### config.mk
export PLATFORM = sky130hd
export DESIGN_NAME = multiplier_simd_pipe
export DESIGN_NICKNAME = d
export VERILOG_FILES = /design/src/rtl/multiplier_simd_pipe.sv
export SDC_FILE = /design/constraint.sdc
export NUM_CORES = 1
export LEC_CHECK = 0
export CAP_MARGIN = 10
export CORE_MARGIN = 5
export CORE_UTILIZATION = 60
export CTS_BUF_LIST = sky130_fd_sc_hd__clkbuf_8
export DETAILED_ROUTE_END_ITERATION = 10
export PLACE_DENSITY = 0.91
export SYNTH_ARGS = -nofsm -noshare
export SYNTH_HDL_FRONTEND = slang
export SYNTH_SLANG_ARGS = --single-unit
### constraint.sdc
create_clock -name i_clk -period 9.4 [get_ports i_clk]
set_clock_uncertainty 0.05 [all_clocks]
set_input_delay 1.88 -clock i_clk [delete_from_list [all_inputs] [get_ports i_clk]]
set_output_delay 1.88 -clock i_clk [all_outputs]
set_load 0.03 [all_outputs]
### src/rtl/multiplier_simd_pipe.sv
// Runtime-reconfigurable SIMD multiplier: 1x full, 2x half or 4x quarter lanes.
// Operands, mode and signedness ride a valid-tagged pipeline; multiply at the end.
module multiplier_simd_pipe #(
    parameter int IA_W   = 16,
    parameter int IB_W   = 16,
    parameter int STAGES = 2
) (
    input  logic                 i_clk,
    input  logic                 i_rstn,
    input  logic                 i_en_ff,
    input  logic                 i_valid,
    input  logic [1:0]           i_mode,
    input  logic                 i_signed,
    input  logic [IA_W-1:0]      i_a,
    input  logic [IB_W-1:0]      i_b,
    output logic                 o_valid,
    output logic [IA_W+IB_W-1:0] o_prod,
    output logic                 o_busy
);

    localparam int MUL_W = IA_W + IB_W;
    localparam int HA = IA_W / 2;
    localparam int HB = IB_W / 2;
    localparam int HP = MUL_W / 2;
    localparam int QA = IA_W / 4;
    localparam int QB = IB_W / 4;
    localparam int QP = MUL_W / 4;

    typedef struct packed {
        logic [1:0]      mode;
        logic            sgn;
        logic [IA_W-1:0] a;
        logic [IB_W-1:0] b;
    } op_t;

    // Each lane extends its own MSB to the lane product width, so no
    // carry or borrow can leak into a neighbouring lane.
    function automatic logic [MUL_W-1:0] simd_mul(input op_t op);
        logic [MUL_W-1:0] p;
        logic [MUL_W-1:0] fa, fb;
        logic [HA-1:0]    ha;
        logic [HB-1:0]    hb;
        logic [HP-1:0]    hax, hbx;
        logic [QA-1:0]    qa;
        logic [QB-1:0]    qb;
        logic [QP-1:0]    qax, qbx;
        p = '0;
        case (op.mode)
            2'd1: begin
                for (int k = 0; k < 2; k++) begin
                    ha  = op.a[k*HA +: HA];
                    hb  = op.b[k*HB +: HB];
                    hax = {{HB{op.sgn & ha[HA-1]}}, ha};
                    hbx = {{HA{op.sgn & hb[HB-1]}}, hb};
                    p[k*HP +: HP] = hax * hbx;
                end
            end
            2'd2: begin
                for (int k = 0; k < 4; k++) begin
                    qa  = op.a[k*QA +: QA];
                    qb  = op.b[k*QB +: QB];
                    qax = {{QB{op.sgn & qa[QA-1]}}, qa};
                    qbx = {{QA{op.sgn & qb[QB-1]}}, qb};
                    p[k*QP +: QP] = qax * qbx;
                end
            end
            default: begin
                fa = {{IB_W{op.sgn & op.a[IA_W-1]}}, op.a};
                fb = {{IA_W{op.sgn & op.b[IB_W-1]}}, op.b};
                p  = fa * fb;
            end
        endcase
        return p;
    endfunction

    op_t in_op;
    assign in_op = '{mode: i_mode, sgn: i_signed, a: i_a, b: i_b};

    generate
        if (STAGES == 0) begin : g_comb
            assign o_valid = i_valid;
            assign o_prod  = simd_mul(in_op);
            assign o_busy  = 1'b0;
        end else begin : g_pipe
            op_t               op_q [STAGES];
            logic [STAGES-1:0] vld_q;

            // Payload flops load only behind a valid bit, so bubbles leave
            // the last stage holding the previous result.
            always_ff @(posedge i_clk or negedge i_rstn) begin
                if (!i_rstn) begin
                    vld_q <= '0;
                    for (int n = 0; n < STAGES; n++) begin
                        op_q[n] <= '0;
                    end
                end else if (i_en_ff) begin
                    vld_q[0] <= i_valid;
                    if (i_valid) begin
                        op_q[0] <= in_op;
                    end
                    for (int n = 1; n < STAGES; n++) begin
                        vld_q[n] <= vld_q[n-1];
                        if (vld_q[n-1]) begin
                            op_q[n] <= op_q[n-1];
                        end
                    end
                end
            end

            assign o_valid = vld_q[STAGES-1];
            assign o_prod  = simd_mul(op_q[STAGES-1]);
            assign o_busy  = |vld_q;
        end
    endgenerate

endmodule

==> out/metrics.csv, run 1 <==
stage,metric,value,unit
synthesis,syn_avg_cell_area,9.62,um^2
setup_path,critPathLaunchType,flop,
die,initial_core_util,0.603,
synthesis,synth_area,19500,um^2
timing,period_share,0.973,
clock_network,clock_sinks,72,
die,num_io_pins,73,
setup_path,path_max_fanout,7,
setup_path,crit_chain,and2_1 > nand2_1 > inv_1 > fa_1 > inv_1 > fa_1 > inv_1 > fa_1 > fa_1 > fa_1 > inv_1 > fa_1 > inv_1 > ha_1 > a21o_2 > a31o_1 > a32o_1 > a211oi_2 > nand2_1 > o31ai_2 > xor2_1 > a21oi_1 > buf_12,
clock_network,ctsHtreeMaxLevel,3,
outcome,status,finished clean,
die,dieArea,36200,um^2
route,ant_nets,0,
synthesis,yosys.area.top_type,fa_1,
global_route,antenna_found_initial,0,
setup_path,cp-end-kind,primary output,
route,drt_iter0_drc,1001,
route,routed_wl,48000,um
timing,relSlewSlack,0.281,
route,first_pass_iters,6,
clock_network,worstSkewPairLatency,0.34,ns
synthesis,synth.distinct_cells,57,
setup_path,slowest_stage,fa_1,
die,coreArea,32300,um^2
clock_network,cts_root_buf,clkbuf_8,
clock_network,cts_max_path_buffers,2,
setup_path,cp.arrival,7.22,ns
global_route,grt_pass1_wl,80100,um
timing,worst_slew_pin_slew,1.08,ns
timing,layout_setup_ws,0.252,ns
global_route,grt_util_all_layers,0.276,
global_route,first_global_vias,16242,
setup_path,path_common_cell,fa_1,
synthesis,syn-instance-count,2025,
cells_and_area,area_growth,7.55,%
clock_network,cts_tree,yes,
place,dp_hpwl,39700,um
place,port_buffers,72,
worst_hold_path,hp-class,flop to flop,
cells_and_area,nNetsFinal,2694,
setup_path,critPathKind,flop to primary output,
setup_path,reg2reg_slack,7.96,ns
die,die_w,190,um
setup_path,cp_data_required_time,7.47,ns
setup_path,worstReg2RegStart,g_pipe.vld_q[0],
clock_network,ctsHoldBuffers,0,
setup_path,crit_end,o_prod[27],
clock_network,path_clk_slew,0.08,ns
setup_path,rr_worst_depth,3,
timing,hold_viol_final,0,
synthesis,synth-main-ff-cell,dfrtp_1,
run,maxCapViolations,0,
route,wl_per_cell,19.2,um
setup_path,worstReg2RegEnd,g_pipe.op_q[23],
die,die_height,190,um
clock_network,cts_made_buffers,9,
timing,fin_crit,9.15,ns
place,place.gp.congestion,0.999,
setup_path,slowest_delay,0.62,ns
synthesis,ys_seq_area_frac,0.0925,
timing,fmax,109,MHz
die,rows,66,
timing,finalSetupViolCount,0,
synthesis,synth_edf_count,0,
synthesis,ys_warn_count,0,
synthesis,synth.area.top_cells,"fa_1, ha_1, inv_1",
cells_and_area,drive_gt1_frac,0.0819,
place,place_ws,0.329,ns
synthesis,async_flop_share,1.00,
setup_path,crit_start,g_pipe.op_q[32],
timing,drv_slew,0,
global_route,grt_max_degree,73,
route,vias,14261,
route,drc,0,
synthesis,syn-num-nets,2661,
synthesis,synth_top_area_share,0.416,
route,post_drt_via_cell_ratio,5.69,
cells_and_area,antennaDiodeCount,0,
global_route,overflow,0,
synthesis,synth-seq-cells,72,
[layer usage]
| metal | wire length, um | share of wire | global-route usage | vias up |
|---|---|---|---|---|
| met3 | 3560 | 0.074 | 0.0453 | 223 |
| met1 | 17300 | 0.36 | 0.333 | 7176 |
| met5 | 0 | 0 | 0 | - |
| met4 | 2910 | 0.061 | 0.134 | 0 |
| li1 | - | - | - | 6173 |
| met2 | 24200 | 0.50 | 0.485 | 689 |
[flip-flops by register name, indices dropped and copies added (netlist names)]
signal,count
g_pipe.op_q,70
g_pipe.vld_q,2
[cell type report]
type                            instances  area (um^2)
Multi-Input combinational cell       1350        15400
Clock buffer                           10          138
Timing Repair Buffer                  103          983
Fill cell                            2324        11300
Sequential cell                        72         1820
Clock inverter                          6         60.1
Inverter                              522         1960
Tap cell                              442          553
[kinds of logic after synthesis]
| group | count (synthesis) | synth area share |
|---|---|---|
| buffers and inverters | 603 | 0.116 |
| adders and majority gates | 597 | 0.539 |
| and+or+nand+nor | 409 | 0.104 |
| AOI/OAI and AO/OA | 177 | 0.0633 |
| xor gates and xnor gates | 95 | 0.0435 |
| muxes | 72 | 0.0415 |
| DFF | 72 | 0.0925 |
[how the worst min path moves through the flow]
stage | start | cells after the start | end
after floorplan | g_pipe.op_q[35] | 1 | g_pipe.op_q[0]
after global placement | g_pipe.op_q[46] | 1 | g_pipe.op_q[11]
after detailed placement | g_pipe.op_q[47] | 1 | g_pipe.op_q[47]
after CTS | g_pipe.op_q[47] | 1 | g_pipe.op_q[47]
after global routing | g_pipe.op_q[60] | 1 | g_pipe.op_q[25]
final | g_pipe.op_q[54] | 1 | g_pipe.op_q[19]
[through the flow]
stage / hold WS (ns) / instances / cell area, um^2 / setup TNS [ns] / util
5_1_grt: 0.476 / 2505 / 21000 / -0.0194 / 0.649
3_5_place_dp: 0.440 / 2489 / 20700 / 0 / 0.641
4_1_cts: 0.457 / 2505 / 20900 / 0 / 0.648
6_report: 0.459 / 2505 / 21000 / 0 / 0.649
3_3_place_gp: 0.434 / 2489 / 20700 / 0 / 0.641
2_1_floorplan: 0.425 / 2025 / 19500 / 0 / -
[synthesized netlist by cell type, drive strengths merged (15+ instances only)]
| cell type | count |
|---|---|
| fa | 405 |
| xnor2 | 70 |
| mux2 | 71 |
| dfrtp | 72 |
| xor2 | 25 |
| and3 | 22 |
| nor2 | 37 |
| ha | 192 |
| o21ai | 28 |
| a221oi | 23 |
| a21o | 20 |
| or2 | 15 |
| inv | 522 |
| nand2 | 173 |
| and2 | 125 |
| clkbuf | 81 |
| a21oi | 57 |
[worst max-delay path: cells and delay by family, from the launching register on]
kind                     cells  cell delay, ns
XOR/XNOR                     1            0.14
buffers and inverters        6            0.58
adder cells (fa/ha/maj)      7            3.48
AO/OA/AOI/OAI                6            1.72
AND/OR/NAND/NOR              3            0.59
flip-flops                   1            0.38
[layout by cell type, fill, tap and decap left out, drive strengths merged, types with 15 or more instances in the layout]
cell type	Yosys	layout
mux2	71	71
clkdlybuf4s50	0	63
o21ai	28	28
a221oi	23	23
buf	0	34
fa	405	405
nand2	173	173
inv	522	525
a21o	20	20
xor2	25	25
and3	22	22
nor2	37	37
xnor2	70	70
and2	125	125
or2	15	15
a21oi	57	57
ha	192	192
dfrtp	72	72
[timing repair]
action | 4_1_cts | 5_1_grt
cloned | 0 | 0
setup endpoints to repair | 2 | 12
buffers inserted | 0 | 0
resized for setup | 2 | 19
Power of run 1 is left out: the tool's default activity adds up to more than one toggle a clock period on the data nets, which glitch-free logic cannot reach.
==> inputs of run 2 (changes only) <==
--- a/config.mk
+++ b/config.mk
@@ -10,7 +10,7 @@
 export CORE_UTILIZATION = 60
 export CTS_BUF_LIST = sky130_fd_sc_hd__clkbuf_8
 export DETAILED_ROUTE_END_ITERATION = 10
-export PLACE_DENSITY = 0.91
+export PLACE_DENSITY = 0.84
 export SYNTH_ARGS = -nofsm -noshare
 export SYNTH_HDL_FRONTEND = slang
 export SYNTH_SLANG_ARGS = --single-unit
==> constraint.sdc (replaced) <==
create_clock -name i_clk -period 8.7 [get_ports i_clk]
set_clock_uncertainty 0.05 [all_clocks]
set_input_delay 1.74 -clock i_clk [delete_from_list [all_inputs] [get_ports i_clk]]
set_output_delay 1.74 -clock i_clk [all_outputs]
set_load 0.03 [all_outputs]
==> run 2 against run 1 <==
- register-to-register slack got worse by 0.70 ns
- first-iteration DRC count decreased by 5.1%
- global-route usage decreased by 0.81 points
- clock-buffer cell count increased by 1
- die area unchanged
- sequential cell count unchanged
- utilization increased by 1.4 points
- worst hold slack got worse by 0.0058 ns
- largest cell class unchanged
==> out/metrics.csv, run 2 (synthesis gave the netlist of run 1 again) <==
stage,metric,value,unit,change
worst_hold_path,hp-class,flop to flop,,
place,place_ws,0.178,ns,-0.151 ns
worst_hold_path,holdCritStartpoint,g_pipe.op_q[42],,
route,ant_nets,0,,unchanged
setup_path,path_max_fanout,11,,+4
clock_network,worstSkewPairLatency,0.33,ns,about the same
global_route,antenna_found_initial,0,,unchanged
setup_path,critPathKind,flop to primary output,,
place,dp_hpwl,39700,um,-0.20%
route,routed_wl,47300,um,-1.4%
cells_and_area,largest_reg_flops,70,,unchanged
route,drt_iter0_drc,950,,-5.1%
cells_and_area,largestRegisters,"g_pipe.op_q: 70 flops, g_pipe.vld_q: 2 flops",,
route,post_drt_via_cell_ratio,5.59,,-1.8%
global_route,first_global_vias,15887,,-2.2%
setup_path,cp_data_required_time,6.91,ns,-0.56 ns
outcome,status,finished clean,,
cells_and_area,regMostFlops,g_pipe.op_q,,
run,maxCapViolations,0,,unchanged
cells_and_area,final_cell_mix,"inv_1, fa_1, ha_1",,
timing,worst_slew_pin_slew,0.961,ns,-0.117 ns
global_route,overflow,0,,unchanged
cells_and_area,nNetsFinal,2728,,+1.3%
timing,layout_setup_ws,0.187,ns,-0.0649 ns
timing,finalSetupViolCount,0,,unchanged
die,coreArea,32300,um^2,unchanged
die,dieArea,36200,um^2,unchanged
die,initial_core_util,0.603,,unchanged
timing,drv_slew,0,,unchanged
clock_network,cts_max_path_buffers,2,,unchanged
global_route,grt_max_degree,73,,unchanged
die,die_w,190,um,unchanged
cells_and_area,drive_gt1_frac,0.114,,+0.0325
timing,hold_viol_final,0,,unchanged
timing,finalSetupTns,0,ns,unchanged
setup_path,cp.arrival,6.72,ns,-0.50 ns
die,num_io_pins,73,,unchanged
die,die_height,190,um,unchanged
global_route,grt_util_all_layers,0.268,,-0.00807
cells_and_area,layout_commonest_cell,inv_1,,
setup_path,cp-end-kind,primary output,,
timing,holdWs,0.453,ns,-0.00579 ns
timing,fmax,117,MHz,
cells_and_area,area_growth,9.89,%,
clock_network,clock_sinks,72,,unchanged
timing,period_share,0.979,,
route,drc,0,,unchanged
clock_network,ctsHtreeMaxLevel,3,,unchanged
place,port_buffers,72,,unchanged
setup_path,critPathLaunchType,flop,,
die,rows,66,,unchanged
route,first_pass_iters,5,,-1
clock_network,cts_made_buffers,9,,unchanged
timing,fin_crit,8.51,ns,
setup_path,worstReg2RegStart,g_pipe.vld_q[0],,
setup_path,crit_start,g_pipe.op_q[20],,
cells_and_area,antennaDiodeCount,0,,unchanged
global_route,grt_pass1_wl,77800,um,-3.0%
clock_network,path_clk_slew,0.08,ns,about the same
timing,relSlewSlack,0.359,,+0.0781
place,place.gp.congestion,0.948,,-5.1%
route,vias,14191,,-0.49%
clock_network,cts_tree,yes,,
clock_network,cts_root_buf,clkbuf_8,,
route,wl_per_cell,18.6,um,-2.8%
cells_and_area,utilization,0.663,,+0.0141
-- run 2: cell count changes in the layout (fill, tap and decap cells not counted), sizes merged --
cell	previous run	this run
buf	34	79
clkbuf	10	11
clkdlybuf4s50	63	55
clkinvlp	0	1
dlymetal6s2s	6	3
inv	525	523
-- run 2: metal layers --
| metal | GRT usage | vias to the layer above | part of all wire |
|---|---|---|---|
| met5 | 0 | - | 0 |
| met4 | 0.109 | 0 | 0.045 |
| met3 | 0.0336 | 163 | 0.072 |
| met2 | 0.469 | 624 | 0.51 |
| met1 | 0.341 | 7159 | 0.38 |
| li1 | - | 6245 | - |
-- run 2: critical path, cell delays in order, from the launching register on --
cell      delay [ns]
dfrtp_1         0.53
buf_4           0.26
and2_1          0.19
fa_1            0.51
inv_1           0.06
fa_1            0.54
inv_1           0.05
fa_1            0.40
fa_1            0.43
fa_1            0.51
inv_1           0.05
fa_1            0.48
inv_1           0.04
ha_1            0.36
a21o_1          0.24
a31o_1          0.23
a32o_1          0.29
a211oi_4        0.22
buf_4           0.19
nand2_2         0.08
o31ai_2         0.21
xor2_1          0.11
a21oi_2         0.24
buf_12          0.15
-- run 2: timing repair --
action | CTS | global route
hold buffers | 0 | 0
resized for setup | 7 | 48
setup endpoints to repair | 9 | 16
setup buffers | 0 | 19
pin swaps | 1 | 6
-- run 2: final cells by class --
class / instances / area [um^2]
clock buffer: 11 / 151
sequential: 72 / 1830
inverter: 522 / 1960
timing repair buffer: 137 / 1330
multi-input combinational: 1350 / 15500
clock inverter: 5 / 63.8
fill: 2324 / 10900
tap: 442 / 553
-- run 2: stage by stage --
| stage | cell area (um^2) | cells |
|---|---|---|
| detailed placement | 20900 | 2504 |
| CTS | 21100 | 2520 |
| floorplan | 19500 | 2025 |
| global placement | 20900 | 2504 |
| global route | 21400 | 2539 |
| finish | 21400 | 2539 |
-- run 2: path summary, 6_finish.rpt --
| path | endpoint | slack (ns) | cells past startpoint |
|---|---|---|---|
| max in group asynchronous | g_pipe.op_q[4] | 6.37 | 2 |
| min in group asynchronous | g_pipe.op_q[55] | 1.56 | 2 |
| min | g_pipe.op_q[7] | 0.45 | 1 |
| max reg2reg | g_pipe.op_q[16] | 7.26 | 3 |
| max | o_prod[27] | 0.19 | 23 |
| min reg2reg | g_pipe.op_q[7] | 0.45 | 1 |
Power of run 2 is left out for the same reason.
